**src/rtl/mem_req_unit.sv**
```systemverilog
// Data-memory request initiator: accepts one load/store op at a time, forms
// byte strobes and lane-replicated store data, drives a req/addr_ok bus
// handshake and hands per-response load-extraction flags back on data_ok.
module mem_req_unit #(
  parameter int MAX_OUTSTANDING = 2
) (
  input  logic        clk,
  input  logic        reset,
  input  logic        op_valid,
  output logic        op_ready,
  input  logic        op_we,
  input  logic [1:0]  op_size,
  input  logic        op_signed,
  input  logic [31:0] op_addr,
  input  logic [31:0] op_wdata,
  input  logic        flush,
  output logic        req,
  output logic        req_wr,
  output logic [1:0]  req_size,
  output logic [31:0] req_addr,
  output logic [3:0]  req_wstrb,
  output logic [31:0] req_wdata,
  input  logic        addr_ok,
  input  logic        data_ok,
  output logic        resp_valid,
  output logic        resp_wr,
  output logic [4:0]  resp_flag,
  output logic        ale
);

  localparam int PW = (MAX_OUTSTANDING > 1) ? $clog2(MAX_OUTSTANDING) : 1;
  localparam int CW = 3;

  typedef enum logic {IDLE, REQ} state_t;

  // One slot per issued request; discard hides the response from ME.
  typedef struct packed {
    logic [4:0] flag;
    logic       wr;
    logic       discard;
  } entry_t;

  state_t        state, state_nx;
  entry_t        fifo [MAX_OUTSTANDING];
  entry_t        head;
  logic [PW-1:0] wr_ptr, rd_ptr;
  logic [CW-1:0] count;
  logic          req_flushed;
  logic [4:0]    req_flag;
  logic          accept, misaligned, push, pop;
  logic [1:0]    size_eff;
  logic [3:0]    wstrb_d;
  logic [31:0]   wdata_d;
  logic [4:0]    flag_d;

  function automatic logic [PW-1:0] next_ptr(input logic [PW-1:0] p);
    return (p == PW'(MAX_OUTSTANDING - 1)) ? '0 : p + PW'(1);
  endfunction

  assign size_eff   = (op_size == 2'd3) ? 2'd2 : op_size;
  assign misaligned = ((size_eff == 2'd1) && op_addr[0]) ||
                      ((size_eff == 2'd2) && (op_addr[1:0] != 2'b00));
  // A request sitting in REQ already owns a slot even though it is not yet
  // counted; in practice op_ready is only high in IDLE, so this term is 0.
  assign op_ready   = (state == IDLE) && !flush &&
                      ((count + CW'(state == REQ)) < CW'(MAX_OUTSTANDING));
  assign accept     = op_valid && op_ready;
  assign push       = (state == REQ) && addr_ok;
  assign pop        = data_ok && (count != '0);
  assign head       = fifo[rd_ptr];

  assign req        = (state == REQ);
  assign resp_valid = pop && !head.discard;
  assign resp_wr    = head.wr;
  assign resp_flag  = head.flag;

  // Lane decode: strobes and replicated data for stores, extraction flag for loads.
  always_comb begin
    wstrb_d = 4'b0000;
    wdata_d = 32'h0;
    flag_d  = 5'b00000;
    case (size_eff)
      2'd0: begin
        if (op_we) begin
          wstrb_d = 4'b0001 << op_addr[1:0];
          wdata_d = {4{op_wdata[7:0]}};
        end else begin
          flag_d = {op_signed, 1'b1, 1'b0, op_addr[1:0]};
        end
      end
      2'd1: begin
        if (op_we) begin
          wstrb_d = op_addr[1] ? 4'b1100 : 4'b0011;
          wdata_d = {2{op_wdata[15:0]}};
        end else begin
          flag_d = {op_signed, 1'b0, 1'b1, op_addr[1], 1'b0};
        end
      end
      default: begin
        if (op_we) begin
          wstrb_d = 4'b1111;
          wdata_d = op_wdata;
        end
      end
    endcase
  end

  // State register.
  always_ff @(posedge clk) begin
    if (reset) state <= IDLE;
    else       state <= state_nx;
  end

  // Next state: aligned accept issues a request, addr_ok retires it.
  always_comb begin
    state_nx = state;
    case (state)
      IDLE:    if (accept && !misaligned) state_nx = REQ;
      REQ:     if (addr_ok) state_nx = IDLE;
      default: state_nx = IDLE;
    endcase
  end

  // Request fields are captured on accept and held untouched while in REQ.
  always_ff @(posedge clk) begin
    if (reset) begin
      req_wr    <= 1'b0;
      req_size  <= 2'd0;
      req_addr  <= 32'h0;
      req_wstrb <= 4'h0;
      req_wdata <= 32'h0;
      req_flag  <= 5'h0;
    end else if (accept && !misaligned) begin
      req_wr    <= op_we;
      req_size  <= size_eff;
      req_addr  <= op_addr;
      req_wstrb <= wstrb_d;
      req_wdata <= wdata_d;
      req_flag  <= flag_d;
    end
  end

  // Misaligned accept raises a one-cycle exception pulse instead of a request.
  always_ff @(posedge clk) begin
    if (reset) ale <= 1'b0;
    else       ale <= accept && misaligned;
  end

  // Remember a flush that hit while the request waited on the bus.
  always_ff @(posedge clk) begin
    if (reset)              req_flushed <= 1'b0;
    else if (state == IDLE) req_flushed <= 1'b0;
    else if (flush)         req_flushed <= 1'b1;
  end

  // Outstanding-response FIFO: push on grant, pop on data_ok, flush marks all.
  always_ff @(posedge clk) begin
    if (reset) begin
      wr_ptr <= '0;
      rd_ptr <= '0;
      count  <= '0;
      for (int i = 0; i < MAX_OUTSTANDING; i++) fifo[i] <= '0;
    end else begin
      if (flush)
        for (int i = 0; i < MAX_OUTSTANDING; i++) fifo[i].discard <= 1'b1;
      if (push) begin
        fifo[wr_ptr] <= '{flag: req_flag, wr: req_wr, discard: req_flushed | flush};
        wr_ptr       <= next_ptr(wr_ptr);
      end
      if (pop) rd_ptr <= next_ptr(rd_ptr);
      count <= count + CW'(push) - CW'(pop);
    end
  end

endmodule

```
**config.mk**
```make
export PLATFORM = sky130hd
export DESIGN_NAME = mem_req_unit
export DESIGN_NICKNAME = d
export VERILOG_FILES = /design/src/rtl/mem_req_unit.sv
export SDC_FILE = /design/constraint.sdc
export NUM_CORES = 1
export LEC_CHECK = 0
export CORE_AREA = 3 3 139 141
export CTS_BUF_LIST = sky130_fd_sc_hd__clkbuf_16
export CTS_CLUSTER_SIZE = 10
export DETAILED_ROUTE_END_ITERATION = 16
export DIE_AREA = 0 0 142 144
export SYNTH_ARGS = -nofsm -noshare
export SYNTH_HDL_FRONTEND = slang
export SYNTH_SLANG_ARGS = --single-unit
export TNS_END_PERCENT = 10
```
**constraint.sdc**
```tcl
create_clock -name clk -period 2.67 [get_ports clk]
set_input_delay 0.534 -clock clk [delete_from_list [all_inputs] [get_ports clk]]
set_output_delay 0.534 -clock clk [all_outputs]
set_load 0.01 [all_outputs]
```
==> summary.md <==
| Metric | Value |
|---|---|
| Outcome | completed |
| CTS clk-pin slew, worst paths | 70 ps |
| Metal3 WL | between 800 and 900 microns |
| Crit end category | output port |
| Highest Signal Layer | met4 |
| Syn Inst Count | 493 |
| Synth Flop Type | dfxtp_1 |
| Slew headroom | 0.407 |
| Setup Viol. Count Final | 0 |
| Maximum vdd ir drop | 0.267 mV |
| Mean routed wirelength per cell | 16.7 microns |
| Die Span X | between 100 and 150 microns |
| Pwr dens | between 600 and 700 nW/um^2 |
| IO Port Bufs | ~150 |
| Post-Route WL | 14.4 mm |
| Layout Nets | about 700 |
| Largest net degree at the start of global routing | 76 |
| Post-synth top cells | 85 x dfxtp_1, 77 x o21ai_0, 63 x a21oi_1, 36 x nand3_1, 35 x nand4_1 |
| DRC viols | 0 |
| Sequential-to-total area share from yosys stat | 0.471 |
| Yosys top cell area share | 0.377 |
| Met1 Routed Length | 6.47 mm |
| CTS tree | done |
| Die Ht | about 140 microns |
| CTS buffer count | 9 |
| Via density | 4.76 |
| Global Route Usage Sum | 0.137 |
| DP Area | roughly 6200 sq um |
| Setup bufs post-CTS | 0 |
| Fillers | 1819 |
| FF+latch count, synth | 99 |
| Crit share post-route | 0.957 |
| CP arrival | 2020 ps |
| Post-synthesis cell type count | 44 |
| Layout Utilization | 0.361 |
| Crit-path most repeated cell | and2_1 |
| Layout cells sized above 1 | 0.103 |
| FFs w/ async S/R, synth | 0 |
| Max Clock Freq | about 390 MHz |
| Core area | between 15000 and 20000 sq um |
| Max Root-Sink Buffers | 2 |
| CP Launch Type | register |
| Antenna viol nets, final | 0 |
| Final Wtd Congestion | between 0.7 and 0.8 |
| Synth area leaders | dfxtp_1 38%, edfxtp_1 9.3%, o21ai_0 8.5% |
| First-pass GRT wire length | approximately 22 mm |
| Initial drt markers | ~290 |
| Detailed placer's ending HPWL | approximately 9.8 mm |
| Worst-path fanout max | 3 |
| I/O Pins | 155 |
| Fin. Hold Viols | 0 |
| Num rows | 49 |
| Slowest stage cell, crit path | clkdlybuf4s50_1 |
| Post-layout minimum cycle time | 2550 ps |
| Max-slew violation count | 0 |
| DR WL met2 | approximately 6.6 mm |
| Hold-fix buffers, CTS | 0 |
| Req. time, crit path | ~2100 ps |
| Total negative slack | 0 ps |
| Syn Area/Cell | 9.14 sq um |
| Clk root buf | clkbuf_16 |
| Vias in the first global route | around 3900 |
| Syn Nets | 571 |
| Global route overflow | 0 |
| First-pass DRT Iterations | 4 |
| H-tree depth | 3 |
| Max-cap violation count | 0 |
| Count leader, synth | dfxtp_1 |
| YS warnings | 0 |
| Final Skew | ~14 ps |
| Resize count post-CTS | 0 |
| Critical path cell sequence | and2_1, ha_1, nor3_2, and2_1, clkdlybuf4s50_1 |
| Mapped Area | 4510 sq um |
| CP peak stage delay | approximately 530 ps |
| EDFF count, synth | 14 |
| Hold Crit Class | register to register |
| Initial antenna violation count | 1 |
| Later-pin clock latency in the skew report | between 300 and 400 ps |
| Vias | between 4000 and 5000 |
| Worst-Margin Slew | 889 ps |
| CTS Sinks | 99 |
| Worst Setup Path Type | register to output port |
| Area leader, netlist | dfxtp_1 |
| Initial Util | 0.249 |
| Leak | 2.20 nW |
| RSZ-0062 raised after global routing | no |
| Die ar. | ~20000 sq um |
| Layout area overhead | 44.7% |
| Final Cell Area | around 6500 sq um |
## worst paths after layout
check	startpoint	end	slack [ps]	depth (start not counted)
worst max register to register	count[1]$_SDFF_PP0_	count[2]$_SDFF_PP0_	520	9
worst min-delay path	req_addr[18]$_SDFFE_PP0P_	req_addr[18]$_SDFFE_PP0P_	470	2
worst max-delay path	count[0]$_SDFF_PP0_	op_ready	120	5
worst min register to register	req_addr[18]$_SDFFE_PP0P_	req_addr[18]$_SDFFE_PP0P_	470	2
## worst max-delay path: cells and delay by family, from the launching register on
family / cells / cell delay [ps]
flops: 1 / 330
simple gates: 3 / 540
fa+ha+maj: 1 / 280
buf+inv: 1 / 530
## cells by family after synthesis
group,count (synthesis),synth area share
adders and majority gates,4,0.0128
buffers and inverters,54,0.0658
and+or+nand+nor,144,0.186
DFF,99,0.471
xor gates and xnor gates,6,0.0117
AOI/OAI and AO/OA,156,0.181
muxes,30,0.0727
## registers in the layout, indices dropped and copies added, names as in the netlist, named ones only
| signal | cells |
|---|---|
| ale | 1 |
| rd_ptr | 1 |
| count | 3 |
| req_flag | 5 |
| req_size | 2 |
| req_wdata | 32 |
| req_wstrb | 4 |
| req_wr | 1 |
| req_flushed | 1 |
| req | 1 |
| req_addr | 32 |
| fifo | 14 |
| wr_ptr | 1 |
## layer usage
metal  track usage  up-vias
met5             0        -
met4        0.0586        0
met3        0.0344       22
met2         0.211      115
met1         0.182     1909
li1              -     2047
## cell type report
class                      count  area (sq um)  area share
antenna                        1          2.50    0.000384
clock buffer                   9           225      0.0345
clock inverter                 7           100      0.0153
inverter                       4          15.0     0.00230
multi-input combinational    340          2090       0.321
sequential                    99          2120       0.325
tap                          229           287      0.0439
timing repair buffer         171          1680       0.257
## cells in the final DEF (no fill, tap or decap), drive strengths merged, types with 3 or more instances in the layout
cell and instances:
a21oi 64, and2 14, buf 18, clkbuf 9, clkdlybuf4s50 153, dfxtp 85
edfxtp 14, ha 3, inv 6, mux2 22, mux2i 8, nand2 13
nand2b 16, nand3 37, nand4 35, nor2 13, nor2b 5, nor3 3
o21ai 85, xnor2 3, xor2 3
## report_power, final
part / internal, mW / total (mW) / switching [mW]
registers: 1.61 / 1.68 / 0.0713
logic: 0.450 / 0.920 / 0.469
clock network: 0.830 / 1.45 / 0.622
total: 2.89 / 4.06 / 1.16
## per-stage QoR
step	instances	hold WS (ps)	setup slack, ps	power [mW]
final	860	474	116	4.06
after detailed placement	843	466	108	2.64
after CTS	859	475	88.2	4.11
after global placement	843	459	151	2.64
after global routing	860	489	17.4	4.27
after floorplan	493	453	700	2.23
No activity file was read; power rests on OpenSTA's default activity.
